### src/rtl/fifo_rd_sink_if.sv
// FIFO read-port handshake between the FIFO (master) and the frame sink (slave).
interface fifo_rd_sink_if #(
  parameter int DW = 16
);
  logic [DW-1:0] data_out;
  logic          data_out_vld;
  logic          b_rdy;

  modport master (
    output data_out,
    output data_out_vld,
    input  b_rdy
  );

  modport slave (
    input  data_out,
    input  data_out_vld,
    output b_rdy
  );
endinterface

### src/rtl/fifo_rd_sink.sv
// Frame sink: pulls FRAME_LEN words from a FIFO read port and publishes the
// frame's sum and XOR, one bubble cycle per frame, with a wrapping frame counter.
module fifo_rd_sink #(
  parameter int FRAME_LEN = 8,
  parameter int DW        = 16
) (
  input  logic             clk,
  input  logic             rst_n,
  input  logic             en,
  fifo_rd_sink_if.slave    rd,
  output logic [DW+7:0]    sum,
  output logic [DW-1:0]    xsum,
  output logic             sum_vld,
  output logic [7:0]       frame_cnt
);

  typedef enum logic [1:0] {
    IDLE = 2'd0,
    RECV = 2'd1,
    DONE = 2'd2
  } state_t;

  localparam logic [7:0] LAST_CNT = 8'(FRAME_LEN - 1);

  state_t          state_q;
  logic [7:0]      cnt_q;
  logic [DW+7:0]   acc_q;
  logic [DW-1:0]   xacc_q;
  logic [DW+7:0]   sum_q;
  logic [DW-1:0]   xsum_q;
  logic            sum_vld_q;
  logic [7:0]      frame_cnt_q;

  logic [DW+7:0]   acc_d;
  logic [DW-1:0]   xacc_d;
  logic            xfer_s;
  logic            last_s;

  // Ready is combinational so a word can be taken on the very first RECV cycle.
  assign rd.b_rdy = (state_q == RECV) && en;

  // Accumulator next values including the word currently on the bus.
  always_comb begin
    xfer_s = rd.data_out_vld & rd.b_rdy;
    last_s = (cnt_q == LAST_CNT);
    acc_d  = acc_q + {8'd0, rd.data_out};
    xacc_d = xacc_q ^ rd.data_out;
  end

  // Frame FSM with its accumulators and registered results.
  always_ff @(posedge clk or negedge rst_n) begin
    if (!rst_n) begin
      state_q     <= IDLE;
      cnt_q       <= 8'd0;
      acc_q       <= '0;
      xacc_q      <= '0;
      sum_q       <= '0;
      xsum_q      <= '0;
      sum_vld_q   <= 1'b0;
      frame_cnt_q <= 8'd0;
    end else begin
      sum_vld_q <= 1'b0;
      case (state_q)
        IDLE: begin
          if (en) state_q <= RECV;
          else    state_q <= IDLE;
        end
        RECV: begin
          if (xfer_s) begin
            if (last_s) begin
              // Publish the completed frame and restart the accumulators.
              sum_q       <= acc_d;
              xsum_q      <= xacc_d;
              acc_q       <= '0;
              xacc_q      <= '0;
              cnt_q       <= 8'd0;
              sum_vld_q   <= 1'b1;
              frame_cnt_q <= frame_cnt_q + 8'd1;
              state_q     <= DONE;
            end else begin
              acc_q  <= acc_d;
              xacc_q <= xacc_d;
              cnt_q  <= cnt_q + 8'd1;
            end
          end else begin
            state_q <= RECV;
          end
        end
        DONE: begin
          if (en) state_q <= RECV;
          else    state_q <= IDLE;
        end
        default: state_q <= IDLE;
      endcase
    end
  end

  assign sum       = sum_q;
  assign xsum      = xsum_q;
  assign sum_vld   = sum_vld_q;
  assign frame_cnt = frame_cnt_q;

endmodule

### src/flat_wrapper.sv
// flat-port wrapper written by rule: the top's interface ports become plain ports
module fifo_rd_sink_flat 
#(
  parameter int FRAME_LEN = 8,
  parameter int DW        = 16
)
  (clk, rst_n, en, sum, xsum, sum_vld, frame_cnt, rd_data_out, rd_data_out_vld, rd_b_rdy);
  fifo_rd_sink_if #(.DW(DW)) rd_i ();
  input  logic clk;
  input  logic rst_n;
  input  logic en;
  output logic [DW+7:0] sum;
  output logic [DW-1:0] xsum;
  output logic sum_vld;
  output logic [7:0] frame_cnt;
  input wire logic [$bits(rd_i.data_out)-1:0] rd_data_out;
  input wire logic [$bits(rd_i.data_out_vld)-1:0] rd_data_out_vld;
  output wire logic [$bits(rd_i.b_rdy)-1:0] rd_b_rdy;
  assign rd_i.data_out = rd_data_out;
  assign rd_i.data_out_vld = rd_data_out_vld;
  assign rd_b_rdy = rd_i.b_rdy;
  fifo_rd_sink #(.FRAME_LEN(FRAME_LEN), .DW(DW)) u_core (.clk(clk), .rst_n(rst_n), .en(en), .rd(rd_i), .sum(sum), .xsum(xsum), .sum_vld(sum_vld), .frame_cnt(frame_cnt));
endmodule
### config.mk
export PLATFORM = sky130hd
export DESIGN_NAME = fifo_rd_sink_flat
export DESIGN_NICKNAME = d
export VERILOG_FILES = /design/src/rtl/fifo_rd_sink_if.sv /design/src/rtl/fifo_rd_sink.sv /design/src/flat_wrapper.sv
export SDC_FILE = /design/constraint.sdc
export NUM_CORES = 1
export LEC_CHECK = 0
export CAP_MARGIN = 15
export CORE_MARGIN = 2
export CORE_UTILIZATION = 43
export CTS_CLUSTER_SIZE = 16
export DETAILED_ROUTE_END_ITERATION = 8
export GPL_ROUTABILITY_DRIVEN = 0
export PLACE_DENSITY = 0.64
export SLEW_MARGIN = 20
export SYNTH_ARGS = -nofsm -noshare
export SYNTH_HDL_FRONTEND = slang
export SYNTH_SLANG_ARGS = --single-unit
### constraint.sdc
create_clock -name clk -period 2.8 [get_ports clk]
set_clock_uncertainty 0.2 [all_clocks]
set_input_delay 0.56 -clock clk [delete_from_list [all_inputs] [get_ports clk]]
set_output_delay 0.56 -clock clk [all_outputs]
set_load 0.05 [all_outputs]
# Yosys cells after proc, flatten, opt, wreduce, memory -nomap -nowiden
# Index checks and enable logic that the tools add are counted.
# totals
register_bits	99
in_bits	20
# op_classes
reduce_logical	5
bitwise_logic	2
eq_ne	4
muxes	10
n_addsub	3
# ops
cell	n
24-bit by 16-bit adder with 24-bit output	1
24-bit 2-to-1 mux	1
8-bit by 1-bit adder with 8-bit output (second input constant)	2
16-bit 2-to-1 mux	1
16-bit XOR	1
8-bit by 3-bit == test with 1-bit output (second input constant)	1
8-bit 2-to-1 mux	1
1-bit 2-to-1 mux	4
2-bit 2-to-1 mux	2
2-bit one-hot mux with 2 select lines	1
3-bit inequality test (second input constant)	1
3-bit AND reduction	1
2-bit by 1-bit == test with 1-bit output (second input constant)	1
2-bit == test (second input constant)	1
2-bit logical NOT	1
2-bit AND reduction	1
2-bit OR reduction	1
1-bit AND	1
1-bit logical AND	1

# Depth between registers and ports, before layout
# Gate-level depths: netlist of the first run.
# logic_depth
depth_word	5
ltp_mapped	9
mapped_depth_nobuf	9

# Least setup slack after synthesis of the first run
# No wires, ideal clock.
# synth_timing
kind	in2reg
from	in rd_data_out[0]
to	reg u_core.acc_q[22]
setup_ps	119
path_slack_ps	111
arrival_time_ps	2370
path_stages	9
path_cell_list	ha_1 fa_1 a21o_1 a31o_2 and3b_1 nor3_2 nor4_2 nand2_1 a21bo_2
# synth_between
elab_chain_len	2
# synth_rtl
item	line	source
start, declared	flat_wrapper.sv:16	input wire logic [$bits(rd_i.data_out)-1:0] rd_data_out;
24-bit by 16-bit adder with 24-bit output	fifo_rd_sink.sv:46	acc_d = acc_q + {8'd0, rd.data_out};
24-bit 2-to-1 mux	fifo_rd_sink.sv:70	if (last_s) begin
end signal, assigned	fifo_rd_sink.sv:55	acc_q <= '0;
end signal, assigned	fifo_rd_sink.sv:74	acc_q <= '0;
end signal, assigned	fifo_rd_sink.sv:81	acc_q <= acc_d;
end, declared	fifo_rd_sink.sv:27	logic [DW+7:0] acc_q;
# Every way passes these cells.
# A chain may end at the register's enable or synchronous reset.

# Final worst setup path of the first run
# layout_timing
from	in rd_data_out[5]
to	reg u_core.acc_q[23]
# Same word-level chain as after synthesis.

==> impl_metrics.yaml, run 1 <==
status:
  status: "completed"
logic_synthesis:
  yosysTopAreaCell: "dfrtp_1"
  synth_xor_area_share_pct: 8.266
  avgSynthCellArea_um2: 9.688
  syn_inst: 514
  synthFlopType: "dfrtp_1"
  synth_top_area_share_pct: 49.75
  synth-seq-area-share_pct: 49.75
  ys_warn_count: 0
  synth_compound_area_share_pct: 16.93
  netlist_area_um2: 4980
  synth_cell_types: 50
  synthMuxAreaShare_pct: 1.332
  synthSimpleGateAreaFrac_pct: 16.91
  synth-edff-count: 0
  synth_nets: 553
  ys_seq_elements: 99
  synthAdderAreaFrac_pct: 4.925
  synth_top_family_by_area: "compound AO/OA/AOI/OAI gates"
  ys_async_sr_fraction_pct: 100.0
  synth.area.top_cells: "dfrtp_1 50%, nand2_1 8.5%, xnor2_1 7.2%, o21ai_0 7.1%, ha_1 4.5%"
setup_path:
  reg2reg_depth: 10
  critPathMaxStageDelay_ns: 0.48
  path_cells: "clkdlybuf4s50_1 -> ha_1 -> and4_4 -> and3_4 -> a221oi_4 -> o31a_4 -> or4_1 -> nand3_1"
  crit_buf_inv: 1
  required_ns: 2.89
  reg2reg_slack_ns: 0.19
  cp-start-kind: "input port"
  r2r_start: "u_core.acc_q[0]"
  cp_top_family: "simple AND/OR/NAND/NOR gates"
  critPathArrivalTime_ns: 2.79
  slowest_stage: "or4_1"
  end_kind: "flop"
  path_max_fanout: 8
  crit_type: "input port to flop"
  rr_endpoint: "u_core.sum[20]"
global_routing:
  grt_pass1_wl_um: 20190
  met3_usage_pct: 3.647
  busiest_layer: "met2"
  grt_pass1_vias: 4093
  grt_overflow_total: 0
  grt_use_total_pct: 19.98
  grt_antenna_before_repair: 0
  met2_usage_pct: 31.38
  grt_max_degree: 100
  grt.met1_usage_pct: 27.84
pwr:
  swShare_pct: 42.11
  powerDensity_nw_per_um2: 1116
  worst_ir_drop_vdd_uv: 619.9
  p_seq_share_pct: 31.5
  intPower_w: 0.004335
  finalPower_w: 0.007489
  leakagePower_nw: 3.050
  clkPwrFrac_pct: 17.2
  power.switching_w: 0.003154
  pwr-share-comb_pct: 51.2
clock_tree:
  ctsLongestPathBuffers: 2
  htreeDepth: 3
  cts_tree: "done"
  clk_pin_slew_ns: 0.07
  insertion_delay_ns: 0.35
  cts_buffers: 9
  cts_sinks: 99
  root_buffer: "clkbuf_16"
flow_run:
  max-cap-violations: 0
final_layout:
  area_growth_pct: 34.72
  nets: 673
  postLayoutCellArea_um2: 6709
  antenna_cells: 0
  final_layout_size_suffix_gt1_share_pct: 18.00
place:
  io_buffers: 69
  dp_hpwl_um: 8172
  placed_area_um2: 6222
  place_ws_ns: -0.5973
timing:
  tightest_slew_ns: 0.5675
  grt_setup_unrepaired: "true"
  layout_min_cycle_time_ns: 2.700
  relSlewSlack_pct: 62.17
  final.setup.tns_ns: 0
  finalSetupViolations: 0
  hold_viol_final: 0
  fin_crit_sh_pct: 96.41
  maxSlewViolCount: 0
  max_freq_mhz: 370.4
  fin_ws_ns: 0.1004
die:
  start_util_pct: 43.80
  core_area_um2: 11370
  boundaryPins: 70
  fp.dieW_um: 111.6
  dieArea_um2: 12460
  die_h_um: 111.6
  rows: 39
detailed_routing:
  routed_wl_um: 11840
  drtIter0Drc: 224
  first_pass_iters: 4
  antenna_left: 0
  vias_per_cell: 5.283
  num_vias: 4131
  wl_per_cell_um: 15.14
  drc: 0
min_path:
  hold_class: "input port to asynchronous set/reset pin"
## worst max-delay path by stage
stage	startpoint	to	slack [ns]	depth (start not counted)
after floorplan	rd_data_out[0]	u_core.acc_q[22]	0.11	9
after global placement	rd_data_out[0]	u_core.sum[12]	-0.53	10
after detailed placement	rd_data_out[0]	u_core.sum[12]	-0.60	10
after CTS	rd_data_out[6]	u_core.sum[13]	0.01	9
after global routing	rd_data_out[0]	u_core.sum[20]	-0.02	11
final	rd_data_out[5]	u_core.acc_q[23]	0.10	8
## layer usage
| layer | vias to the layer above | wire length (um) |
|---|---|---|
| met1 | 2012 | 5614 |
| li1 | 2033 | - |
| met4 | 0 | 202 |
| met3 | 16 | 410 |
| met5 | - | 0 |
| met2 | 70 | 5614 |
## timing repair
action / 4_1_cts / 5_1_grt
gates resized for setup: 11 / 21
pin swaps: 4 / 7
hold buffers: 0 / 0
setup endpoints to repair: 26 / 23
setup buffers: 2 / 3
## stage by stage
step                utilization [%]  hold WS, ns  instances
floorplan                         -      0.06441        514
global placement              54.73       0.2593        761
detailed placement            54.73       0.2633        761
CTS                           57.88      0.08749        779
global route                  59.01       0.1075        782
finish                        59.01      0.05406        782
## flip-flops by register name, indices dropped and copies added, names as in the netlist
signal,flops
u_core.acc_q,24
u_core.xsum,16
u_core.sum_vld,1
u_core.frame_cnt,8
u_core.cnt_q,8
u_core.sum,24
u_core.state_q,2
u_core.xacc_q,16
## area by class of cell
cell class	count	area, um2
Sequential cell	99	2477
Clock buffer	10	239.0
Fill cell	1004	4661
Tap cell	143	178.9
Inverter	3	11.26
Multi-Input combinational cell	391	2545
Timing Repair Buffer	130	1186
Clock inverter	6	71.32
## cells in the mapped netlist (2+ instances only)
cell type / n
ha_1: 18
nand2b_1: 2
o211ai_1: 2
dfrtp_1: 99
mux2_2: 5
nor4_1: 2
nor2_1: 22
a221oi_1: 2
or3_1: 4
and3b_1: 2
a21oi_1: 17
or4_1: 3
buf_2: 3
nand2_1: 113
inv_1: 2
and3_1: 3
o31ai_1: 2
and4_1: 2
a31oi_1: 4
o21ai_0: 71
a21o_1: 11
nand3_1: 9
nor3_1: 5
and2_1: 2
xor2_1: 6
clkbuf_1: 18
xnor2_1: 41
o21a_1: 2
a22o_1: 15
nand4_1: 7
## layout by cell type (no fill, tap or decap), types with 5 or more instances in the layout
master             n
dfrtp_1           99
a22o_1            15
clkbuf_16          9
xnor2_1           40
nor2_1            21
buf_4             60
o21ai_0           68
xor2_1             6
mux2_2             5
ha_4               5
nand3_1            8
ha_1              11
nand2_1          112
a21oi_1           16
a21o_1            11
nand4_1            7
clkdlybuf4s50_1   59
## logic make-up (layout without fill, tap and decap cells)
family	count (synthesis)	in the layout
buf+inv	24	149
simple gates	184	184
fa+ha+maj	19	19
compound gates	135	135
mux	6	6
xor+xnor	47	47
flops	99	99
## worst reg2reg max path, cell delays in order (launching register included)
cell and delay [ns]:
dfrtp_1 0.39, ha_2 0.20, fa_2 0.34, a21o_1 0.22, a31o_2 0.27, and3b_2 0.21
nor3_2 0.12, buf_4 0.17, nor3_1 0.07, xnor2_1 0.21, o21ai_1 0.07
## power groups by stage
stage,logic [W],clock network [W],registers [W]
3_3_place_gp,0.00357,0,0.00235
3_5_place_dp,0.00363,0,0.00237
6_report,0.00384,0.00129,0.00236
5_1_grt,0.00418,0.00138,0.00244
2_1_floorplan,0.00164,0,0.00306
4_1_cts,0.00370,0.00132,0.00235
Note: power is estimated with default switching activity, not from simulation.
==> inputs of run 2 (changes only) <==
- CORE_UTILIZATION: 43 -> 55
- PLACE_DENSITY: 0.64 -> 0.79
- SLEW_MARGIN: 20 -> 25
==> run 2 against run 1 <==
Against the previous run:
- critical endpoint unchanged
- worst setup slack worse by 0.040 ns
- fmax is 1.5% lower
- largest cell class unchanged
- cell count shrank 4.2%
- wire length rose by 2.5%
- first-iteration DRC count grew 7.6%
- via count grew 4.0%
- design area decreased by 2.1%
- largest power group unchanged
- sequential cell count did not move
==> impl_metrics.yaml, run 2 (synthesized netlist as in run 1, its figures left out) <==
setup_path:
  cp_top_family: "simple AND/OR/NAND/NOR gates"
  critPathMaxStageDelay_ns: 0.47
  path_cells: "clkdlybuf4s50_1 -> ha_1 -> and4_1 -> and3_4 -> a221oi_4 -> o31a_4 -> or4_1 -> nand3_1"
  critPathArrivalTime_ns: 2.84
  crit_buf_inv: 1
  crit_type: "input port to flop"
  required_ns: 2.90
  end_kind: "flop"
  cp-start-kind: "input port"
  rr_endpoint: "u_core.sum[11]"
  r2r_start: "u_core.acc_q[9]"
  slowest_stage: "or4_1"
  path_max_fanout: 8
  reg2reg_depth: 8
  reg2reg_slack_ns: 0.22
pwr:
  worst_ir_drop_vdd_uv: 654.3
  finalPower_w: 0.007189
  leakagePower_nw: 3.034
  powerDensity_nw_per_um2: 1094
die:
  dieArea_um2: 9832
  start_util_pct: 56.82
  boundaryPins: 70
  fp.dieW_um: 99.16
  die_h_um: 99.16
  core_area_um2: 8763
  rows: 34
final_layout:
  mostFrequentLayoutCell: "nand2_1"
  final_layout_size_suffix_gt1_share_pct: 17.78
  postLayoutCellArea_um2: 6569
  layout_common_cells: "112 x nand2_1, 99 x dfrtp_1, 68 x o21ai_0"
  instances_no_fill: 749
  nets: 675
  area_growth_pct: 31.91
  antenna_cells: 0
  n_fill_cell: 612
min_path:
  hold_path_end: "u_core.frame_cnt[7]"
  min_from: "u_core.frame_cnt[7]"
  hold_class: "flop to flop"
  hold_depth: 1
timing:
  relSlewSlack_pct: 62.27
  maxSlewViolCount: 0
  layout_min_cycle_time_ns: 2.740
  tightest_slew_ns: 0.5660
  max_freq_mhz: 365.0
  fin_crit_sh_pct: 97.86
  finalSetupViolations: 0
  hold_viol_final: 0
place:
  placed_area_um2: 6228
  placed_cells: 731
  dp_hpwl_um: 8401
  io_buffers: 69
detailed_routing:
  first_pass_iters: 4
  antenna_left: 0
  drtIter0Drc: 241
  routed_wl_um: 12140
  wl_per_cell_um: 16.21
  vias_per_cell: 5.736
  num_vias: 4296
  drc: 0
global_routing:
  grt_antenna_before_repair: 0
  grt_pass1_wl_um: 20020
  grt_max_degree: 62
  grt_pass1_vias: 4293
  grt_use_total_pct: 25.04
  grt_overflow_total: 0
clock_tree:
  cts_tree: "done"
  insertion_delay_ns: 0.36
  cts_sinks: 99
  root_buffer: "clkbuf_8"
  ctsLongestPathBuffers: 2
  htreeDepth: 3
  cts_buffers: 9
  clk_pin_slew_ns: 0.09
status:
  status: "completed"
flow_run:
  max-cap-violations: 0
## run 2: cell types whose count changed in the layout (fill, tap and decap cells not counted), sizes merged
| cell | previous run | this run |
|---|---|---|
| clkinv | 1 | 4 |
| dlymetal6s2s | 4 | 6 |
| inv | 5 | 3 |
| buf | 63 | 64 |
| clkdlybuf4s50 | 59 | 58 |
| clkinvlp | 2 | 1 |
| dlygate4sd2 | 4 | 3 |
| dlygate4sd3 | 0 | 1 |
## run 2: worst max-delay path by stage
| stage | start | end | slack (ns) | cells past startpoint |
|---|---|---|---|---|
| floorplan | rd_data_out[0] | u_core.acc_q[22] | 0.11 | 9 |
| global placement | rd_data_out[0] | u_core.sum[12] | -0.54 | 10 |
| detailed placement | rd_data_out[0] | u_core.sum[12] | -0.60 | 10 |
| CTS | rd_data_out[6] | u_core.sum[13] | 0.009 | 9 |
| global route | rd_data_out[9] | u_core.sum[15] | -0.02 | 9 |
| finish | rd_data_out[7] | u_core.acc_q[23] | 0.06 | 8 |
## run 2: what timing repair did
action | 4_1_cts | 5_1_grt
endpoints found under the hold margin | 11 | 0
hold buffers | 1 | 0
buffers inserted | 0 | 1
resized for setup | 9 | 20
pin swaps | 1 | 6
setup endpoints to repair | 28 | 25
## run 2: cell type report
class | count | area (um2) | area share [%]
Clock buffer | 10 | 137.6 | 2.095
Multi-Input combinational cell | 391 | 2520 | 38.36
Sequential cell | 99 | 2477 | 37.71
Timing Repair Buffer | 132 | 1222 | 18.61
Tap cell | 108 | 135.1 | 2.057
Clock inverter | 6 | 65.06 | 0.9905
Inverter | 3 | 11.26 | 0.1714
## run 2: metrics by stage
step                      setup TNS (ns)  worst slack (ns)  hold slack (ns)  utilization (%)
after floorplan                        0            0.1107          0.06441                -
after global placement            -13.39           -0.5440           0.2175            71.07
after detailed placement          -15.07           -0.5970           0.2158            71.07
after CTS                              0          0.009259           0.2819            73.86
after global routing            -0.05829          -0.02297           0.2873            74.96
final                                  0           0.06003           0.2805            74.96
## run 2: report_power, final
group	internal (W)	switching, W	total (W)
logic	0.00166	0.00223	0.00389
registers	0.00194	0.000422	0.00236
clock network	0.000438	0.000496	0.000933
total	0.00404	0.00315	0.00719
## run 2: layer usage
layer	routed length, um	part of all wire [%]	global-route usage [%]	up-vias
li1	-	-	-	2039
met5	0	0	0	-
met2	6251	51	43.30	128
met3	711	5.9	5.060	12
met1	5043	42	32.32	2117
met4	133	1.1	6.744	0
==> inputs of run 3 (changes only) <==
- CORE_MARGIN: 2 -> 3
- CTS_BUF_LIST: not set -> sky130_fd_sc_hd__clkbuf_2 sky130_fd_sc_hd__clkbuf_4 sky130_fd_sc_hd__clkbuf_8
==> run 3 against run 2 <==
Against the previous run:
- cell count shrank 0.40%
- count of clock-buffer cells in the layout shrank 1
- design area is 0.25% lower
- wire length increased by 1.5%
- core utilization down 0.19 points
- worst setup slack worse by 0.035 ns
- sequential share of layout area up 0.094 points
- critical path depth stayed put
- register-to-register slack worse by 0.09 ns
- critical endpoint unchanged
- largest cell class unchanged
==> impl_metrics.yaml, run 3 (synthesized netlist as in run 1, its figures left out) <==
status:
  status: "completed"
global_routing:
  grt_overflow_total: 0
  grt_pass1_vias: 4305
  grt_pass1_wl_um: 20250
  grt_antenna_before_repair: 0
  grt_max_degree: 64
  grt_use_total_pct: 24.94
timing:
  hold_viol_final: 0
  relSlewSlack_pct: 62.41
  finalSetupViolations: 0
  tightest_slew_ns: 0.5638
  final.setup.tns_ns: 0
  fin_crit_sh_pct: 99.09
  max_freq_mhz: 360.4
  holdWs_ns: 0.2846
  maxSlewViolCount: 0
  layout_min_cycle_time_ns: 2.775
place:
  io_buffers: 69
  dp_hpwl_um: 8304
detailed_routing:
  first_pass_iters: 5
  routed_wl_um: 12320
  drc: 0
  num_vias: 4272
  drtIter0Drc: 178
  vias_per_cell: 5.727
  antenna_left: 0
  wl_per_cell_um: 16.51
setup_path:
  path_cells: "clkdlybuf4s50_1 -> ha_1 -> nand4_1 -> nand3b_1 -> a221oi_4 -> o31a_4 -> or4_1 -> nand3_1"
  path_max_fanout: 8
  cp_top_family: "simple AND/OR/NAND/NOR gates"
  r2r_start: "u_core.acc_q[0]"
  rr_endpoint: "u_core.sum[16]"
  end_kind: "flop"
  crit_type: "input port to flop"
  cp-start-kind: "input port"
  crit_buf_inv: 1
  slowest_stage: "or4_1"
  required_ns: 2.92
  critPathMaxStageDelay_ns: 0.48
  reg2reg_depth: 10
  critPathArrivalTime_ns: 2.90
  reg2reg_slack_ns: 0.13
die:
  rows: 34
  boundaryPins: 70
  fp.dieW_um: 101.2
  core_area_um2: 8763
  dieArea_um2: 10230
  start_util_pct: 56.82
  die_h_um: 101.2
final_layout:
  antenna_cells: 0
  n_fill_cell: 598
  mostFrequentLayoutCell: "nand2_1"
  final_layout_size_suffix_gt1_share_pct: 17.24
  nets: 672
  layout_common_cells: "113 x nand2_1, 99 x dfrtp_1, 69 x o21ai_0"
  area_growth_pct: 31.58
clock_tree:
  cts_tree: "done"
  cts_buffers: 9
  root_buffer: "clkbuf_8"
  htreeDepth: 3
  insertion_delay_ns: 0.39
  clk_pin_slew_ns: 0.10
  cts_sinks: 99
  ctsLongestPathBuffers: 2
min_path:
  min_from: "u_core.sum[6]"
  hold_class: "flop to flop"
  hold_depth: 2
  hold_path_end: "u_core.sum[6]"
flow_run:
  max-cap-violations: 0
pwr:
  worst_ir_drop_vdd_uv: 621.1
  powerDensity_nw_per_um2: 1102
  leakagePower_nw: 2.999
[run 3: what timing repair did]
action / 4_1_cts / 5_1_grt
gates resized for setup: 12 / 15
buffers inserted: 2 / 1
endpoints found under the setup margin: 22 / 20
endpoints found under the hold margin: 36 / 0
pin swaps: 5 / 9
hold buffers: 1 / 0
[run 3: final cells by class]
type / count / area, um2 / area share [%]
clock buffer: 9 / 123.9 / 1.890
tap: 108 / 135.1 / 2.062
timing repair buffer: 129 / 1184 / 18.06
sequential: 99 / 2477 / 37.81
multi-input combinational: 391 / 2539 / 38.74
inverter: 3 / 11.26 / 0.1719
clock inverter: 7 / 82.58 / 1.260
[run 3: worst register-to-register path, delay by kind of cell (launching register included)]
family          cells  cell delay, ns
simple gates        3            0.39
xor+xnor            1            0.21
buf+inv             1            0.18
flops               1            0.42
compound gates      3            0.58
fa+ha+maj           2            0.56
[run 3: how the worst max path moves through the flow]
stage                         from                to  slack [ns]  depth (start not counted)
CTS                 rd_data_out[7]  u_core.acc_q[23]       0.005                          8
global placement    rd_data_out[0]    u_core.sum[20]       -0.50                         11
finish              rd_data_out[3]  u_core.acc_q[23]        0.03                          8
detailed placement  rd_data_out[0]    u_core.sum[12]       -0.56                         10
global route        rd_data_out[3]  u_core.acc_q[23]       -0.05                          8
floorplan           rd_data_out[0]  u_core.acc_q[22]        0.11                          9
[run 3: power by group]
group	total, W	switching [W]	internal [W]
clock network	0.000973	0.000546	0.000427
registers	0.00237	0.000429	0.00194
logic	0.00388	0.00222	0.00165
[run 3: layer usage]
metal	track usage (%)	vias to the layer above	part of all wire (%)
met1	32.29	2101	42
met5	0	-	0
met2	42.40	120	51
met4	9.100	0	1.7
li1	-	2031	-
met3	4.063	20	4.9
[run 3: through the flow]
| step | total power [W] | std cells | setup slack (ns) | cell area [um2] | utilization (%) |
|---|---|---|---|---|---|
| after detailed placement | 0.006030 | 726 | -0.5639 | 6178 | 70.50 |
| after global routing | 0.007667 | 746 | -0.04797 | 6553 | 74.77 |
| after global placement | 0.005881 | 726 | -0.5004 | 6178 | 70.50 |
| after CTS | 0.007101 | 745 | 0.004895 | 6460 | 73.72 |
| after floorplan | 0.004702 | 514 | 0.1107 | 4980 | - |
| final | 0.007221 | 746 | 0.02542 | 6553 | 74.77 |
